[config.mk]
export PLATFORM = sky130hd
export DESIGN_NAME = reg_file_8x16
export DESIGN_NICKNAME = d
export VERILOG_FILES = /design/src/rtl/rf_pkg.sv /design/src/rtl/rf_write_decoder.sv /design/src/rtl/reg_file_8x16.sv
export SDC_FILE = /design/constraint.sdc
export NUM_CORES = 1
export LEC_CHECK = 0
export CORE_MARGIN = 4
export CORE_UTILIZATION = 53
export CTS_BUF_LIST = sky130_fd_sc_hd__clkbuf_16
export DETAILED_ROUTE_END_ITERATION = 6
export PLACE_DENSITY = 0.77
export SLEW_MARGIN = 10
export SYNTH_ARGS = -nofsm -noshare
export SYNTH_HDL_FRONTEND = slang
export SYNTH_SLANG_ARGS = --single-unit
[constraint.sdc]
create_clock -name CLK -period 3.8 [get_ports CLK]
set_input_delay 0.57 -clock CLK [delete_from_list [all_inputs] [get_ports CLK]]
set_output_delay 0.57 -clock CLK [all_outputs]
set_load 0.05 [all_outputs]
[src/rtl/rf_pkg.sv]
// Shared widths and types for the 8x16 datapath register file.
package rf_pkg;

   localparam int RF_DATA_W = 16;
   localparam int RF_ADDR_W = 3;
   localparam int NREGS     = 2 ** RF_ADDR_W;

   typedef logic [RF_ADDR_W-1:0] rf_addr_t;
   typedef logic [RF_DATA_W-1:0] rf_word_t;

endpackage

[src/rtl/rf_write_decoder.sv]
// Turns the destination address and write enable into a one-hot per-register write strobe.
module rf_write_decoder
   import rf_pkg::*;
#(
   parameter int ADDR_W = RF_ADDR_W,
   parameter int N      = 2 ** ADDR_W
) (
   input  logic [ADDR_W-1:0] i_da,
   input  logic              i_rw,
   output logic [N-1:0]      o_we_onehot
);

   // Only a definite 1 writes; an unknown enable falls to the else path and holds state.
   always_comb begin
      o_we_onehot = '0;
      if (i_rw == 1'b1) begin
         o_we_onehot[i_da] = 1'b1;
      end
   end

endmodule

[src/rtl/reg_file_8x16.sv]
// 8 x 16-bit register file: two combinational read ports, one clocked write port.
// Optional write-through bypass on the read ports when REGFILE_BYPASS_EN is defined.
module reg_file_8x16
   import rf_pkg::*;
#(
   parameter int DATA_W = RF_DATA_W,
   parameter int ADDR_W = RF_ADDR_W
) (
   input  logic              CLK,
   input  logic              RESET,
   input  logic [ADDR_W-1:0] AA,
   input  logic [ADDR_W-1:0] BA,
   input  logic [ADDR_W-1:0] DA,
   input  logic [DATA_W-1:0] busD,
   input  logic              RW,
   output logic [DATA_W-1:0] busA,
   output logic [DATA_W-1:0] busB
);

   localparam int N = 2 ** ADDR_W;

   logic [DATA_W-1:0] r_regs [N];
   logic [N-1:0]      w_we;
   logic [DATA_W-1:0] w_rd_a;
   logic [DATA_W-1:0] w_rd_b;

   rf_write_decoder #(
      .ADDR_W (ADDR_W),
      .N      (N)
   ) u_wdec (
      .i_da        (DA),
      .i_rw        (RW),
      .o_we_onehot (w_we)
   );

   always_ff @(posedge CLK or posedge RESET) begin
      if (RESET) begin
         for (int i = 0; i < N; i++) begin
            r_regs[i] <= '0;
         end
      end else begin
         for (int i = 0; i < N; i++) begin
            if (w_we[i]) begin
               r_regs[i] <= busD;
            end
         end
      end
   end

   assign w_rd_a = r_regs[AA];
   assign w_rd_b = r_regs[BA];

`ifdef REGFILE_BYPASS_EN
   // Forward the pending write data so a same-cycle read sees the new value.
   assign busA = (!RESET && RW && (DA == AA)) ? busD : w_rd_a;
   assign busB = (!RESET && RW && (DA == BA)) ? busD : w_rd_b;
`else
   assign busA = w_rd_a;
   assign busB = w_rd_b;
`endif

endmodule

# Yosys cells after proc, flatten, opt, wreduce, memory -nomap -nowiden
# Index checks and enable logic that the tools add are counted.
dict set report classes {
  n_reduce_logical 1
  order_cmp 4
  n_mux 9
  bitwise_logic 2
}
# cell n
set ops {}
lappend ops {{binary-select mux 16 bit (select 3 bit)} 2}
lappend ops {{2-to-1 mux 16 bit} 4}
lappend ops {{greater-or-equal comparator 4 bit (second input constant)} 2}
lappend ops {{2-to-1 mux 8 bit} 1}
lappend ops {{NOT 3 -> 4 bit} 2}
lappend ops {{less-than comparator 3 x 4 -> 1 bit (second input constant)} 1}
lappend ops {{demux 1 bit (select 3 bit)} 1}
lappend ops {{greater-or-equal comparator 3 x 1 -> 1 bit (second input constant)} 1}
lappend ops {{logical AND 1 bit} 1}
lappend ops {{2-to-1 mux 1 bit} 1}
dict set report word_totals {
  inputBits 28
  reg_bits 128
  output_inout_bits 32
}

# Logic depth before layout (Yosys ltp)
# Gate-level depths: netlist (run 1).
dict set report depth {
  word_depth 5
  depth_mapped 5
  depth_no_buf 2
}

# Cells and area by module
# Synthesis (run 1) repeated with hierarchy kept, for this count alone.
dict set report unflattened {
  cells_unflattened 397
  hier_area_um2 6974.2
}
# mod cells_each n_inst area_per_inst_um2
set modules_own_cells {}
lappend modules_own_cells {reg_file_8x16 389 1 6877.8}
lappend modules_own_cells {rf_write_decoder 8 1 96.3}

# Worst setup path after synthesis (run 1)
# Ideal clock, no wire load.
dict set report synth_timing {
  path_type {input -> output}
  from {input AA[0]}
  to {output busA[12]}
  path_slack_ns 1.501
  path_stages 4
  t_arrival_ns 1.729
  path_cell_list {buf_6 buf_6 mux4_1 mux2_2}
}
dict set report synth_between {
  elab_chain_cells 4
}
# element line
set synth_lines {}
lappend synth_lines {{from (decl)} reg_file_8x16.sv:11} ;# input logic [ADDR_W-1:0] AA,
lappend synth_lines {{NOT 3 -> 4 bit (implied by the code)} reg_file_8x16.sv:50} ;# assign w_rd_a = r_regs[AA];
lappend synth_lines {{binary-select mux 16 bit (select 3 bit)} reg_file_8x16.sv:50}
lappend synth_lines {{2-to-1 mux 16 bit (implied by the code) (2 in series)} reg_file_8x16.sv:50}
lappend synth_lines {{to (decl)} reg_file_8x16.sv:16} ;# output logic [DATA_W-1:0] busA,
# No other way between the ends. The select of a mux whose other input is x is not followed.

# Worst setup path after layout (run 1)
dict set report layout_timing {
  from {input BA[2]}
  to {output busB[5]}
}
dict set report layout_between {
  elab_chain_cells 4
}
# element line
set layout_lines {}
lappend layout_lines {{from (decl)} reg_file_8x16.sv:12} ;# input logic [ADDR_W-1:0] BA,
lappend layout_lines {{NOT 3 -> 4 bit (implied by the code)} reg_file_8x16.sv:51} ;# assign w_rd_b = r_regs[BA];
lappend layout_lines {{binary-select mux 16 bit (select 3 bit)} reg_file_8x16.sv:51}
lappend layout_lines {{2-to-1 mux 16 bit (implied by the code) (2 in series)} reg_file_8x16.sv:51}
lappend layout_lines {{to (decl)} reg_file_8x16.sv:17} ;# output logic [DATA_W-1:0] busB
# No other way between the ends. The select of a mux whose other input is x is not followed.

==> results.md, run 1 <==
- Status: finished clean
- Clock Sinks: 128
- Crit Path Max Fanout: 32
- PD cells: 579 nW/µm²
- WHS Path Cells: 1
- Worst Tran Pin Value: 0.811 ns
- Port Buffer Count: just under 60
- Mapped Nets: between 400 and 500
- Residual DRC: 0
- Drt wl/cell: 23.8 µm
- Synthesized area: 7080 µm²
- Class of the worst hold path: flip-flop to flip-flop
- Total of max-cap violations: 0
- Root Buffer: clkbuf_16
- Max-slew headroom: 45.7%
- Die height: roughly 120 µm
- DP Wirelength: roughly 9.2 mm
- Initial antenna violation count: 0
- Pin count of the biggest net entering global routing: 51
- Final setup vio count: 0
- Clock slew at reported path FFs: 0.05 ns
- Post-CTS Setup Inserts: 0
- Nets@finish: around 490
- Final Skew: 0 ns
- Warnings, synthesis: 0
- Setup CP Type: primary input to output port
- Placement-stage cell area: 7710 µm²
- Worst min-delay path startpoint: r_regs[23]
- Number of CTS-inserted buffers: 17
- Hold slack: 0.510 ns
- Top flop regs: r_regs (128)
- Min cycle time layout: 2.99 ns
- Worst endpoint data arrival time: 2.42 ns
- Commonest non-fill, non-tap cell in the layout: mux2_2
- Full die area: 15300 µm²
- DIE WIDTH: 124 µm
- Setup_tns: 0 ns
- Worst setup EP type: output port
- CTS tree: done
- Max Buffers Root-to-Sink: 2
- Most frequent cells in the layout: mux2_2, dfrtp_1, mux4_1
- Area Growth Syn to Fin: 16.9%
- Register area: 3200 µm²
- Vias in the first global route: approximately 4300
- Worst R2R Setup Slack: 3.00 ns
- Multi-input logic area: 3600 µm²
- Hold Path Sink: r_regs[23]
- Netlist cell types: 17
- Biggest register: r_regs
- # resized after CTS: 0
- # H-tree levels: 4
- Leakage dissipation: 3.59 nW
- ANT nets after route: 0
- Mapped Avg Cell Area: 17.9 µm²
- Fin. Hold Viols: 0
- First-pass GRT wire length: ~24 mm
- Total power: 0.00480 W
- Total track usage: 21.7%
- Core area: 12900 µm²
- Gr ovfl total: 0
- Worst-Skew Late Latency: 0.41 ns
- Slew Limit Fails: 0
- Cell count of the worst reg-to-reg path: 1
- Pre-antenna DRT Iters: 5
- Routed WL: approximately 15 mm
- Crit path cell chain: clkdlybuf4s50_1, buf_12, mux4_1, mux2_2, buf_4
- Yosys reg bits: 128
- Routability cong.: 0.708
- Slowest Stage Delay on Critical Path: 0.58 ns
- Final period utilization: 78.6%
- F_max: 335 MHz
- ANT cells: 0
- I/O pin total: 60
- # fillers: 887
- Setup crit start kind: primary input
- Drt first-iter violations: 229
- Vias per std cell: 6.14
- Maximum vdd ir drop: roughly 0.36 mV
- RR Startpoint: r_regs[17]
- Post-synthesis sequential area ratio: 45.2%
- Worst path slowest cell: mux4_1
- Final Cell Area: 8280 µm²
- Unrepaired setup endpoints after global routing: false
- Row count: 41
- Max reg flops: between 100 and 150
- Post-Syn Instances: 396
- Share of post-route cells with drive strength above 1: 55.7%
- Crit path required time: between 3 and 4 ns
- Vias: between 3000 and 4000
- FF-to-FF End: r_regs[17]
- Initial Utilization: between 50 and 60%
- # hold bufs at CTS: 0
## through the flow
step,setup slack [ns],std cells,utilization (%)
3_3_place_gp,0.842,609,59.9
3_5_place_dp,0.811,609,59.9
6_report,0.813,642,64.3
2_1_floorplan,1.50,396,-
4_1_cts,0.803,641,64.1
5_1_grt,0.750,642,64.3
## per-layer routing
metal | share of wire (%) | wire (µm) | GRT usage [%] | vias to the layer above
li1 | - | - | - | 1733
met1 | 44 | 6700 | 28.6 | 2116
met2 | 51 | 7830 | 35.7 | 76
met3 | 3.3 | 505 | 4.90 | 19
met4 | 1.5 | 227 | 7.54 | 0
met5 | 0 | 0 | 0 | -
## worst max-delay path, delay by kind of cell
family | cells | cell delay (ns)
buffers and inverters | 3 | 0.96
muxes | 2 | 0.88
## how the worst max path moves through the flow
stage,end,slack (ns),from
floorplan,busA[12],1.50,AA[0]
global placement,busA[7],0.84,AA[2]
detailed placement,busB[5],0.81,BA[2]
CTS,busB[5],0.80,BA[2]
global route,busB[9],0.75,BA[2]
finish,busB[5],0.81,BA[2]
## cells by family (layout without fill, tap and decap cells)
family | after synthesis | count (layout) | share of synthesized area (%)
multiplexers | 224 | 224 | 48.7
buffers and inverters | 36 | 110 | 4.43
AND/OR/NAND/NOR | 8 | 8 | 1.61
flip-flops | 128 | 128 | 45.2
## layout make-up
cell class | instances | share of cell area [%]
Sequential cell | 128 | 38.7
Tap cell | 172 | 2.60
Inverter | 1 | 0.0907
Clock buffer | 17 | 5.14
Clock inverter | 15 | 1.38
Multi-Input combinational cell | 232 | 43.4
Timing Repair Buffer | 77 | 8.67
## cells in the mapped netlist (all sizes together)
cell type	count	area (µm²)
and4bb	1	12.5
buf	33	300
clkbuf	2	10.0
dfrtp	128	3200
inv	1	3.75
mux2	160	1840
mux4	64	1610
nand4	1	12.5
nand4b	3	45.0
nor4b	1	23.8
nor4bb	2	20.0
## report_power, final
part	total (W)	internal [W]	switching (W)
clock network	0.00149	0.000935	0.000552
registers	0.00187	0.00167	0.000199
logic	0.00144	0.000746	0.000697
total	0.00480	0.00335	0.00145
(Power assumes the default switching activity.)
==> run 2: changes to the inputs <==
clock period = 2.7 ns   (was 3.8 ns; I/O delays follow)
==> results.md, run 2 (synthesized netlist as in run 1, its figures left out) <==
- Initial antenna violation count: 0 (unchanged)
- DP Wirelength: 9.43 mm (+2.5%)
- Crit path required time: 2.30 ns (-0.93 ns)
- Drt wl/cell: 24.8 µm (+4.3%)
- F_max: about 380 MHz
- Pre-antenna DRT Iters: 4 (-1)
- Nets@finish: 491 (+1.2%)
- Initial Utilization: 55.0% (unchanged)
- Commonest non-fill, non-tap cell in the layout: mux2_2
- Max Buffers Root-to-Sink: 2 (unchanged)
- First-pass GRT wire length: 24.8 mm (+2.6%)
- DIE WIDTH: 124 µm (unchanged)
- Worst endpoint data arrival time: 2.23 ns (-0.19 ns)
- Fin. Hold Viols: 0 (unchanged)
- Biggest register: r_regs
- Class of the worst hold path: primary input to async pin
- Full die area: 15300 µm² (unchanged)
- Placement-stage cell area: 7830 µm² (+1.6%)
- Slowest Stage Delay on Critical Path: 0.59 ns (about the same)
- ANT cells: 0 (unchanged)
- Worst-Skew Late Latency: 0.41 ns (about the same)
- Routed WL: 16.0 mm (+5.0%)
- Status: finished clean
- Buf/Inv on CP: 3 (unchanged)
- # fillers: 876 (-1.2%)
- PD cells: 799 nW/µm² (+38%)
- Row count: 41 (unchanged)
- CP top delay family: buffers and inverters
- Setup CP Type: primary input to output port
- Most frequent cells in the layout: mux2_2, dfrtp_1, mux4_1
- Maximum vdd ir drop: 0.484 mV (+34%)
- Area Growth Syn to Fin: 18.1%
- Final WS setup: 0.0696 ns (-0.744 ns)
- Leakage dissipation: 3.63 nW (+0.99%)
- Final Skew: 0 ns (unchanged)
- Vias per std cell: 6.31 (+2.7%)
- Min cycle time layout: 2.63 ns
- Multi-input logic area: 3600 µm² (unchanged)
- Max-slew headroom: 44.9% (-0.82 points)
- Hold slack: 0.449 ns (-0.0613 ns)
- Unrepaired setup endpoints after global routing: false
- Share of post-route cells with drive strength above 1: 56.8% (+1.0 points)
- # hold bufs at CTS: 0 (unchanged)
- Routability cong.: 0.769 (+8.6%)
- ANT nets after route: 0 (unchanged)
- Max reg flops: 128 (unchanged)
- Pre-CTS WS: 0.0615 ns (-0.750 ns)
- Clock Sinks: 128 (unchanged)
- Total track usage: 22.2% (+0.50 points)
- Top flop regs: r_regs (128)
- Number of CTS-inserted buffers: 17 (unchanged)
- Final Cell Area: 8370 µm² (+1.1%)
- Die height: 124 µm (unchanged)
- Clock slew at reported path FFs: 0.05 ns (about the same)
- Crit path cell chain: clkdlybuf4s50_1, buf_12, mux4_1, mux2_2, buf_4
- Final period utilization: 97.4%
- # H-tree levels: 4 (unchanged)
- Vias in the first global route: 4452 (+3.9%)
- Final setup vio count: 0 (unchanged)
- Core area: 12900 µm² (unchanged)
- Setup crit start kind: primary input
- Root Buffer: clkbuf_16
- Slew Limit Fails: 0 (unchanged)
- Gr ovfl total: 0 (unchanged)
- I/O pin total: 60 (unchanged)
- CTS tree: done
- Residual DRC: 0 (unchanged)
- Register area: 3200 µm² (unchanged)
- Worst setup EP type: output port
- Setup_tns: 0 ns (unchanged)
- Total of max-cap violations: 0 (unchanged)
- Vias: 4076 (+3.3%)
- Pin count of the biggest net entering global routing: 37 (-27%)
- Worst path slowest cell: mux4_1
- Port Buffer Count: 59 (unchanged)
- Crit Path Max Fanout: 28 (-13%)
- Worst Tran Pin Value: 0.825 ns (+0.0134 ns)
- Drt first-iter violations: 238 (+3.9%)
-- run 2: cell type report --
type                    instances  share of cell area, %
clock buffers                  17                   5.08
clock inverters                13                  0.987
inverters                       1                 0.0897
multi-input cells             232                   43.0
flip-flops and latches        128                   38.3
well taps                     172                   2.57
repair buffers                 83                   10.0
-- run 2: power breakdown --
part           total [W]  internal, W  leakage, nW  switching, W
Combinational    0.00205      0.00106         1.83      0.000989
Sequential       0.00265      0.00235         1.54      0.000300
Clock            0.00199      0.00122        0.264      0.000771
-- run 2: stage by stage --
stage                     instances  utilization [%]  power, W
final                           646             65.0   0.00669
after global routing            646             65.0   0.00698
after CTS                       645             64.8   0.00674
after detailed placement        615             60.8   0.00471
after global placement          615             60.8   0.00461
after floorplan                 396                -   0.00415
-- run 2: timing repair --
action / 4_1_cts / 5_1_grt
resized for setup: 0 / 1
endpoints found under the setup margin: 0 / 1
buffers inserted: 0 / 0
-- run 2: routing by layer --
layer,wire length (µm),global-route usage [%]
met2,8440,38.1
met1,6820,28.1
met4,250,7.54
met5,0,0
met3,510,4.77
-- run 2: final timing paths --
| path | slack (ns) | end | start | depth (start not counted) |
|---|---|---|---|---|
| max in group asynchronous | 1.63 | r_regs[17] | RESET | 3 |
| max | 0.07 | busB[10] | BA[2] | 5 |
| min reg2reg | 0.52 | r_regs[111] | r_regs[111] | 1 |
| max reg2reg | 1.89 | r_regs[114] | r_regs[114] | 1 |
| min | 0.45 | r_regs[105] | RESET | 2 |
| min in group CLK | 0.52 | r_regs[111] | r_regs[111] | 1 |
